[src/rtl/vga_pkg.sv]
// vga_pkg: shared definitions for the VGA scanout slice.
//   - 640x480@60 timing defaults
//   - axis_state_t: per-axis raster region decoded from a counter
//   - ctl_t: control word {hs, vs, active} carried alongside pixel latency
//   - pattern bar width for the optional test pattern (VGA_TESTPATTERN_EN)
package vga_pkg;

    localparam int unsigned DEF_H_ACTIVE = 640;
    localparam int unsigned DEF_H_FP     = 16;
    localparam int unsigned DEF_H_SYNC   = 96;
    localparam int unsigned DEF_H_BP     = 48;

    localparam int unsigned DEF_V_ACTIVE = 480;
    localparam int unsigned DEF_V_FP     = 10;
    localparam int unsigned DEF_V_SYNC   = 2;
    localparam int unsigned DEF_V_BP     = 33;

    localparam int unsigned CNT_W        = 10;
    localparam int unsigned CNT_MAX_SPAN = 1 << CNT_W;

    localparam int unsigned BAR_WIDTH    = 80;

    typedef enum logic [1:0] {
        ACTIVE = 2'd0,
        FRONT  = 2'd1,
        SYNC   = 2'd2,
        BACK   = 2'd3
    } axis_state_t;

    typedef struct packed {
        logic hs;
        logic vs;
        logic active;
    } ctl_t;

endpackage

[src/rtl/vga_axis_counter.sv]
// vga_axis_counter: one raster axis (horizontal or vertical).
//   clk    in   pixel clock
//   rst_n  in   asynchronous active-low reset, counter returns to 0
//   tick   in   advance enable (1 for horizontal, h wrap for vertical)
//   count  out  current position 0..TOTAL-1
//   state  out  region of count: ACTIVE, FRONT, SYNC, BACK in that order
//   wrap   out  high on the tick that takes count from TOTAL-1 back to 0
module vga_axis_counter #(
    parameter int unsigned ACTIVE = 640,
    parameter int unsigned FP     = 16,
    parameter int unsigned SYNC   = 96,
    parameter int unsigned BACK   = 48
) (
    input  logic                  clk,
    input  logic                  rst_n,
    input  logic                  tick,
    output logic [9:0]            count,
    output vga_pkg::axis_state_t  state,
    output logic                  wrap
);

    localparam int unsigned TOTAL = ACTIVE + FP + SYNC + BACK;

    if (TOTAL > vga_pkg::CNT_MAX_SPAN || ACTIVE == 0 || SYNC == 0) begin : g_bad_timing
        $error("vga_axis_counter: axis total must be 1..1024 with nonzero ACTIVE and SYNC");
    end

    localparam logic [9:0] LAST       = 10'(TOTAL - 1);
    localparam logic [9:0] FP_START   = 10'(ACTIVE);
    localparam logic [9:0] SYNC_START = 10'(ACTIVE + FP);
    localparam logic [9:0] BACK_START = 10'(ACTIVE + FP + SYNC);

    logic [9:0] count_q;
    logic [9:0] count_d;
    logic       at_last;

    assign at_last = (count_q == LAST);
    assign wrap    = tick && at_last;
    assign count   = count_q;

    always_comb begin
        count_d = count_q;
        if (tick) begin
            count_d = at_last ? '0 : count_q + 10'd1;
        end
    end

    always_ff @(posedge clk or negedge rst_n) begin
        if (!rst_n) begin
            count_q <= '0;
        end else begin
            count_q <= count_d;
        end
    end

    always_comb begin
        if (count_q < FP_START) begin
            state = vga_pkg::ACTIVE;
        end else if (count_q < SYNC_START) begin
            state = vga_pkg::FRONT;
        end else if (count_q < BACK_START) begin
            state = vga_pkg::SYNC;
        end else begin
            state = vga_pkg::BACK;
        end
    end

endmodule

[src/rtl/vga_scanout.sv]
// vga_scanout: raster timing generator and registered VGA output stage.
//   clk, rst_n          pixel clock, asynchronous active-low reset
//   x, y                coordinate issued to the pixel source (blanking included)
//   red, green, blue    pixel-source colour for the coordinate issued PIX_LAT clocks earlier
//   frame_start         high while x=0, y=0 is presented
//   VGA_R/G/B           DAC colour, forced to 0 outside the active area
//   VGA_HS, VGA_VS      active-low sync
//   VGA_BLANK_N         low outside the active area
//   VGA_SYNC_N          tied low
// Optional build macro VGA_TESTPATTERN_EN: ignore red/green/blue and emit eight
// 80-pixel vertical bars, colour = bar index bits {R,G,B} expanded to 0xFF.
module vga_scanout
    import vga_pkg::*;
#(
    parameter int unsigned H_ACTIVE = DEF_H_ACTIVE,
    parameter int unsigned H_FP     = DEF_H_FP,
    parameter int unsigned H_SYNC   = DEF_H_SYNC,
    parameter int unsigned H_BP     = DEF_H_BP,
    parameter int unsigned V_ACTIVE = DEF_V_ACTIVE,
    parameter int unsigned V_FP     = DEF_V_FP,
    parameter int unsigned V_SYNC   = DEF_V_SYNC,
    parameter int unsigned V_BP     = DEF_V_BP,
    parameter int unsigned PIX_LAT  = 1
) (
    input  logic       clk,
    input  logic       rst_n,
    output logic [9:0] x,
    output logic [9:0] y,
    input  logic [7:0] red,
    input  logic [7:0] green,
    input  logic [7:0] blue,
    output logic       frame_start,
    output logic [7:0] VGA_R,
    output logic [7:0] VGA_G,
    output logic [7:0] VGA_B,
    output logic       VGA_HS,
    output logic       VGA_VS,
    output logic       VGA_BLANK_N,
    output logic       VGA_SYNC_N
);

    if (PIX_LAT < 1 || PIX_LAT > 4) begin : g_bad_lat
        $error("vga_scanout: PIX_LAT must be in 1..4");
    end

    logic [9:0]  hcnt;
    logic [9:0]  vcnt;
    axis_state_t hstate;
    axis_state_t vstate;
    logic        h_wrap;
    logic        v_wrap_unused;

    vga_axis_counter #(
        .ACTIVE (H_ACTIVE),
        .FP     (H_FP),
        .SYNC   (H_SYNC),
        .BACK   (H_BP)
    ) u_hcnt (
        .clk   (clk),
        .rst_n (rst_n),
        .tick  (1'b1),
        .count (hcnt),
        .state (hstate),
        .wrap  (h_wrap)
    );

    // Vertical advances on the same edge that wraps the horizontal counter.
    vga_axis_counter #(
        .ACTIVE (V_ACTIVE),
        .FP     (V_FP),
        .SYNC   (V_SYNC),
        .BACK   (V_BP)
    ) u_vcnt (
        .clk   (clk),
        .rst_n (rst_n),
        .tick  (h_wrap),
        .count (vcnt),
        .state (vstate),
        .wrap  (v_wrap_unused)
    );

    assign x           = hcnt;
    assign y           = vcnt;
    assign frame_start = (hcnt == '0) && (vcnt == '0);
    assign VGA_SYNC_N  = 1'b0;

    ctl_t ctl_now;
    ctl_t ctl_q [PIX_LAT];
    ctl_t ctl_out;

    assign ctl_now.hs     = (hstate == SYNC);
    assign ctl_now.vs     = (vstate == SYNC);
    assign ctl_now.active = (hstate == ACTIVE) && (vstate == ACTIVE);
    assign ctl_out        = ctl_q[PIX_LAT-1];

    // Cleared pipeline means a reset mid-frame cannot replay a stale sync pulse.
    always_ff @(posedge clk or negedge rst_n) begin
        if (!rst_n) begin
            for (int unsigned i = 0; i < PIX_LAT; i++) begin
                ctl_q[i] <= '0;
            end
        end else begin
            ctl_q[0] <= ctl_now;
            for (int unsigned i = 1; i < PIX_LAT; i++) begin
                ctl_q[i] <= ctl_q[i-1];
            end
        end
    end

    logic [7:0] src_r;
    logic [7:0] src_g;
    logic [7:0] src_b;

`ifdef VGA_TESTPATTERN_EN
    logic [23:0] rgb_in_unused;
    logic [2:0]  bar_now;
    logic [2:0]  bar_q [PIX_LAT];

    assign rgb_in_unused = {red, green, blue};
    // Beyond x=639 the index wraps, but active masks those pixels.
    assign bar_now = 3'(hcnt / 10'(BAR_WIDTH));

    // Bar index rides the same delay as the control word so pin timing is unchanged.
    always_ff @(posedge clk or negedge rst_n) begin
        if (!rst_n) begin
            for (int unsigned i = 0; i < PIX_LAT; i++) begin
                bar_q[i] <= '0;
            end
        end else begin
            bar_q[0] <= bar_now;
            for (int unsigned i = 1; i < PIX_LAT; i++) begin
                bar_q[i] <= bar_q[i-1];
            end
        end
    end

    assign src_r = {8{bar_q[PIX_LAT-1][2]}};
    assign src_g = {8{bar_q[PIX_LAT-1][1]}};
    assign src_b = {8{bar_q[PIX_LAT-1][0]}};
`else
    assign src_r = red;
    assign src_g = green;
    assign src_b = blue;
`endif

    logic [7:0] r_q, g_q, b_q;
    logic       hs_n_q, vs_n_q, blank_n_q;

    always_ff @(posedge clk or negedge rst_n) begin
        if (!rst_n) begin
            r_q       <= '0;
            g_q       <= '0;
            b_q       <= '0;
            hs_n_q    <= 1'b1;
            vs_n_q    <= 1'b1;
            blank_n_q <= 1'b0;
        end else begin
            r_q       <= ctl_out.active ? src_r : '0;
            g_q       <= ctl_out.active ? src_g : '0;
            b_q       <= ctl_out.active ? src_b : '0;
            hs_n_q    <= ~ctl_out.hs;
            vs_n_q    <= ~ctl_out.vs;
            blank_n_q <= ctl_out.active;
        end
    end

    assign VGA_R       = r_q;
    assign VGA_G       = g_q;
    assign VGA_B       = b_q;
    assign VGA_HS      = hs_n_q;
    assign VGA_VS      = vs_n_q;
    assign VGA_BLANK_N = blank_n_q;

endmodule

[config.mk]
export PLATFORM = sky130hd
export DESIGN_NAME = vga_scanout
export DESIGN_NICKNAME = d
export VERILOG_FILES = /design/src/rtl/vga_pkg.sv /design/src/rtl/vga_axis_counter.sv /design/src/rtl/vga_scanout.sv
export SDC_FILE = /design/constraint.sdc
export NUM_CORES = 1
export LEC_CHECK = 0
export CAP_MARGIN = 20
export CORE_MARGIN = 2
export CORE_UTILIZATION = 46
export CTS_BUF_LIST = sky130_fd_sc_hd__clkbuf_4 sky130_fd_sc_hd__clkbuf_8
export DETAILED_ROUTE_END_ITERATION = 7
export PLACE_DENSITY = 0.83
export SETUP_SLACK_MARGIN = 0.5
export SKIP_LAST_GASP = 1
export SLEW_MARGIN = 0
export SYNTH_ARGS = -nofsm -noshare
export SYNTH_HDL_FRONTEND = slang
export SYNTH_HIERARCHICAL = 1
export SYNTH_SLANG_ARGS = --single-unit
[constraint.sdc]
create_clock -name clk -period 2.7 [get_ports clk]
set_input_delay 0.405 -clock clk [delete_from_list [all_inputs] [get_ports clk]]
set_output_delay 0.405 -clock clk [all_outputs]
set_load 0.005 [all_outputs]
After elaboration in Yosys (flattened, before gate mapping)
Cells that the tools add are included.
W data, S select, Z words.
{ "totals": {"ff_bits": 50, "in_bits": 26, "out_inout_bits": 49, "word_cells": 42} }
{ "op_classes": {"n_addsub": 2, "n_lt_le_gt_ge": 6, "eq_ne": 4, "n_mux": 11, "bitwise": 2, "reduce_logical": 6} }
{ "ops": {"columns": ["op", "count"], "rows": [
  ["$lt A10 B10 Y1 const B", 3],
  ["$lt A10 B9 Y1 const B", 3],
  ["$mux W8", 3],
  ["$add A10 B1 Y10 const B", 2],
  ["$eq A10 B10 Y1 const B", 2],
  ["$logic_not A10 Y1", 2],
  ["$mux W10", 2],
  ["$mux W2", 4],
  ["$eq A2 B2 Y1 const B", 2],
  ["$logic_not A2 Y1", 2],
  ["$logic_and A1 B1 Y1", 2],
  ["$mux W1", 2],
  ["$not A1 Y1", 2]
]} }

Longest topological paths before layout
{ "depth": {"ltp_word": 6, "mapped_depth": 8, "mapped_depth_nobuf": 7} }

Cells and area by module
Netlist, hierarchy kept.
{ "modules_own_cells": {"columns": ["module", "instances", "cells_each", "area_each_um2", "seq_area_each_um2"], "rows": [
  ["vga_scanout", 1, 72, 998.5, 753.2],
  ["vga_axis_counter (u_vcnt)", 1, 63, 613.1, 250.2],
  ["vga_axis_counter (u_hcnt)", 1, 58, 550.5, 250.2]
]} }

Least setup slack after synthesis
OpenSTA, ideal clock, no wires.
{ "synth_path": {"path_type": "reg2reg", "startpoint": "reg u_hcnt.count_q[0] (netlist: u_hcnt/count[0])", "endpoint": "reg u_vcnt.count_q[9] (netlist: u_vcnt/count[9])", "arrival_ns": 2.084, "path_slack_ns": 0.538, "path_stages_with_launch": 9, "path_buffers": 1, "synth_period_minus_slack_ns": 2.162, "cell_sequence": "dfrtp_1 > ha_1 > nor4b_2 > nand3_1 > nor2_1 > buf_4 > nand4_2 > or4_1 > a21oi_1"} }
{ "synth_between": {"elab_chain_len": 1} }
{ "synth_rtl": {"columns": ["element", "line", "source"], "rows": [
  ["from (decl)", "vga_axis_counter.sv:33", "logic [9:0] count_q;"],
  ["from (signal assigned)", "vga_axis_counter.sv:52", "count_q <= count_d;"],
  ["$eq A10 B10 Y1", "vga_axis_counter.sv:37", "assign at_last = (count_q == LAST);"],
  ["net h_wrap", "vga_scanout.sv:50", "logic h_wrap;"],
  ["to (signal assigned)", "vga_axis_counter.sv:52", null],
  ["to (decl)", "vga_axis_counter.sv:33", null]
]} }
The timed path passes the listed nets, and every way through them passes these cells.
A chain may end at the register's enable or synchronous reset.

Final worst setup path
{ "layout_path": {"startpoint": "reg u_hcnt.count_q[1] (netlist: u_hcnt/count[1])", "endpoint": "reg u_vcnt.count_q[9] (netlist: u_vcnt/count[9])"} }
Same word-level chain as after synthesis.

==> metrics.csv <==
stage;metric;value;unit
final_layout;footprint of the multi-input gates;898;µm²
floorplan;die area;0.00526;mm²
clocking;Clock Path Buffers;2;
outcome;status;finished, final reports clean;
timing;Hold Worst Slack;95.9;ps
worst_setup_path;Worst Path Class, Setup;register to register;
timing;actual slew at the worst max-slew pin;560;ps
final_layout;layout cells sized above 1;18.3;%
worst_setup_path;r2r worst-path depth;7;
clocking;Root Driver;clkbuf_8;
clocking;Clk Latency, worst-skew pair;300;ps
global_route;met3 Use GR;5.42;%
final_layout;Fillers;304;
synth;Seq/Total Area, Yosys;58.0;%
timing;Final Setup Violations;0;
worst_setup_path;Worst R2R Start;u_hcnt/count[1];
floorplan;Initial Util;48.6;%
detailed_routing;Vias;1781;
synth;number of flops mapped to enable cells by yosys;0;
detailed_routing;DR WL/cell;15.4;µm
floorplan;die width;72.6;µm
synth;Gate Count Post-Synth;193;
worst_setup_path;Max stage delay cell, worst path;or4_1;
worst_setup_path;CP max stage delay;520;ps
final_layout;Final Instance Area;0.00325;mm²
global_route;M1 GR Usage;25.1;%
detailed_routing;DRT Pass-1 Iters;5;
clocking;Clk pin slew, worst setup/hold paths;90;ps
clocking;CTS Hold Bufs;0;
clocking;CTS buffer count;5;
worst_setup_path;critical path depth in cells;7;
global_route;vias in the first global route;1710;
timing;post-route clock period utilization;79.4;%
clocking;CTS tree;built;
power;clock power share;33.5;%
worst_setup_path;Critical Path End Type;register;
power;pwr/cell area;582;mW/mm²
synth;Post-Syn Nets;222;
placed_design;Placer Congestion;0.875;
timing;post-route setup slack;555;ps
placed_design;HPWL Detailed;3400;µm
worst_setup_path;FF-to-FF setup slack;560;ps
worst_setup_path;crit path max fanout;7;
final_layout;# diodes;0;
floorplan;Rows;24;
detailed_routing;post-route ant nets;0;
timing;Fin. Hold Viols;0;
synth;Yosys warnings;6;
timing;fin. max-slew vios;0;
global_route;GR Layer Usage met2;33.8;%
final_layout;Layout Nets;312;
final_layout;Layout Cells excl Fill;336;
final_layout;register area;0.00127;mm²
detailed_routing;DR DRC count;0;
timing;max frequency;466;MHz
power;Seq pwr share;46.6;%
timing;Worst slew margin;62.7;%
global_route;overall global routing resource usage;19.8;%
power;VDD IR max;0.479;mV
synth;synth unique cells;44;
global_route;grt ovf;0;
worst_setup_path;WP data arrival;2360;ps
worst_setup_path;CP startpoint;u_hcnt/count[1];
synth;Synth Area per Inst;11.2;µm²
placed_design;IO Port Bufs;73;
power;combinational share of power;19.9;%
worst_hold_path;Worst Hold Class;input port to asynchronous set/reset pin;
floorplan;core area;0.00444;mm²
worst_setup_path;CP top delay family;simple AND/OR/NAND/NOR gates;
global_route;largest net degree at the start of global routing;26;
global_route;GR peak layer;met2;
timing;clk_skew;4.61;ps
synth;post-synthesis register bit count;50;
placed_design;Place WS;403;ps
synth;Post-synth ARST share;100;%
global_route;global-route wire length before repair;8090;µm
timing;min Tclk post-route;2140;ps
power;switching power;0.459;mW
timing;unrepaired setup endpoints after global routing;yes;
worst_setup_path;CP Cell Sequence;ha_4 > nor4b_4 > nand3_1 > nor2_2 > nand4_2 > or4_1 > a21oi_1;
worst_setup_path;Buf/Inv on CP;0;
power;Net Sw Frac;24.3;%
final_layout;P&R area growth vs syn;50.3;%
detailed_routing;Initial DRC Count;128;
worst_setup_path;worst path required time;2910;ps
placed_design;dpl cells;315;
clocking;clock sink count;50;
clocking;# H-tree levels;2;
timing;setup_tns;0;ps
worst_setup_path;Critical R2R Capture;u_vcnt/count[9];
global_route;initial antenna violation count;0;
placed_design;Area after DPL;0.00294;mm²
synth;synthesized area;0.00216;mm²
detailed_routing;Routed Wire Length;5160;µm
worst_setup_path;Startpoint Class;register;
worst_setup_path;Worst Setup EP;u_vcnt/count[9];
power;Power Internal;1.43;mW
floorplan;die span in y;72.6;µm
detailed_routing;vias per cell;5.30;
floorplan;io pins;75;
synth;ys flop type;dfrtp_1;
run;max cap viols;0;
power;Pleak;1.39;nW
worst register-to-register path: stages, from the launching register on:
cell and delay (ps):
dfrtp_2 470, ha_4 190, nor4b_4 210, nand3_1 150, nor2_2 160, nand4_2 170, or4_1 520, a21oi_1 200
metal layers:
layer / routed length (µm) / part of all wire (%) / vias to the layer above
li1: - / - / 843
met1: 2240 / 43 / 853
met2: 2500 / 48 / 78
met3: 376 / 7.3 / 7
met4: 50 / 0.97 / 0
met5: 0 / 0 / -
cell usage after synthesis (2+ instances only):
cell,number,area (µm²)
a21o_1,2,15.0
a21oi_1,4,20.0
a31oi_1,2,12.5
and2_1,25,156
and3_1,3,18.8
buf_2,4,20.0
buf_4,2,15.0
conb_1,2,7.51
dfrtp_1,48,1200
dfstp_2,2,52.6
ha_1,3,37.5
inv_1,7,26.3
mux2i_1,2,20.0
nand2_1,18,67.6
nand3_1,9,45.0
nand4_1,4,25.0
nor2_1,6,22.5
nor2b_1,4,25.0
nor3_1,5,25.0
nor4_1,6,37.5
o21ai_0,2,10.0
o21ai_1,3,15.0
o21bai_1,3,22.5
xnor2_1,3,26.3
xor2_1,5,43.8
logic make-up (layout without fill, tap and decap cells):
kind of cell | count (synthesis) | after routing | share of synthesized area [%]
compound gates | 23 | 23 | 7.35
simple gates | 92 | 92 | 25.6
buf+inv | 13 | 104 | 2.84
mux | 2 | 2 | 0.926
xor+xnor | 8 | 8 | 3.24
fa+ha+maj | 3 | 3 | 1.74
other cells | 2 | 2 | 0.347
flops | 50 | 50 | 58.0
final cells by class:
type | instances | share of cell area (%)
inverters | 7 | 0.808
clock buffers | 6 | 2.54
clock inverters | 2 | 1.85
flip-flops and latches | 50 | 39.1
multi-input cells | 130 | 27.6
well taps | 52 | 2.00
repair buffers | 89 | 26.1
placed cells by master (no fill, tap or decap), types with 2 or more instances in the layout:
master / Yosys / final
dfrtp_1: 48 / 35
clkbuf_8: 0 / 6
buf_4: 2 / 16
nand4_1: 4 / 4
nor3_1: 5 / 5
and2_1: 25 / 25
xnor2_1: 3 / 3
o21ai_1: 3 / 3
mux2i_1: 2 / 2
ha_1: 3 / 2
nor4_4: 1 / 2
nor4_1: 6 / 3
nor2_1: 6 / 5
nand3_1: 9 / 9
nor4_2: 0 / 2
dfstp_2: 2 / 2
nand2_1: 18 / 18
a31oi_1: 2 / 2
conb_1: 2 / 2
o21bai_1: 3 / 3
a21oi_1: 4 / 4
inv_1: 7 / 7
dfrtp_2: 0 / 13
nor2b_1: 4 / 4
clkdlybuf4s50_1: 0 / 71
o21ai_0: 2 / 2
and3_1: 3 / 3
xor2_1: 5 / 5
a21o_1: 2 / 2
bufinv_16: 0 / 2
registers in the layout, summed over array words and instances, names as in the netlist:
| name | flops |
|---|---|
| VGA_HS | 1 |
| VGA_R | 8 |
| VGA_BLANK_N | 1 |
| u_hcnt/count | 10 |
| VGA_VS | 1 |
| VGA_B | 8 |
| ctl_out | 3 |
| VGA_G | 8 |
| u_vcnt/count | 10 |
stage by stage:
step / total power, mW / util [%]
global route: 1.98 / 73.1
global placement: 1.18 / 66.2
detailed placement: 1.19 / 66.2
finish: 1.89 / 73.1
floorplan: 0.999 / -
CTS: 1.88 / 72.1
power groups by stage:
stage	Sequential, mW	Clock [mW]	Combinational (mW)
after global placement	0.900	0	0.283
after global routing	0.892	0.677	0.408
after CTS	0.871	0.648	0.359
after detailed placement	0.905	0	0.285
final	0.882	0.634	0.377
after floorplan	0.893	0	0.106
worst min-delay path by stage:
| stage | from | cells past startpoint | endpoint |
|---|---|---|---|
| 2_1_floorplan | rst_n | 0 | VGA_BLANK_N |
| 3_3_place_gp | ctl_out[2] | 1 | VGA_HS |
| 3_5_place_dp | ctl_out[1] | 1 | VGA_VS |
| 4_1_cts | rst_n | 2 | VGA_R[0] |
| 5_1_grt | rst_n | 2 | VGA_R[2] |
| 6_report | rst_n | 2 | VGA_R[2] |
what timing repair did:
item | in CTS | in global routing
cloned | 0 | 0
gates resized for setup | 18 | 4
pin swaps | 1 | 1
setup buffers | 11 | 2
endpoints found under the setup margin | 2 | 3
Power figures use the tool's default switching activity.
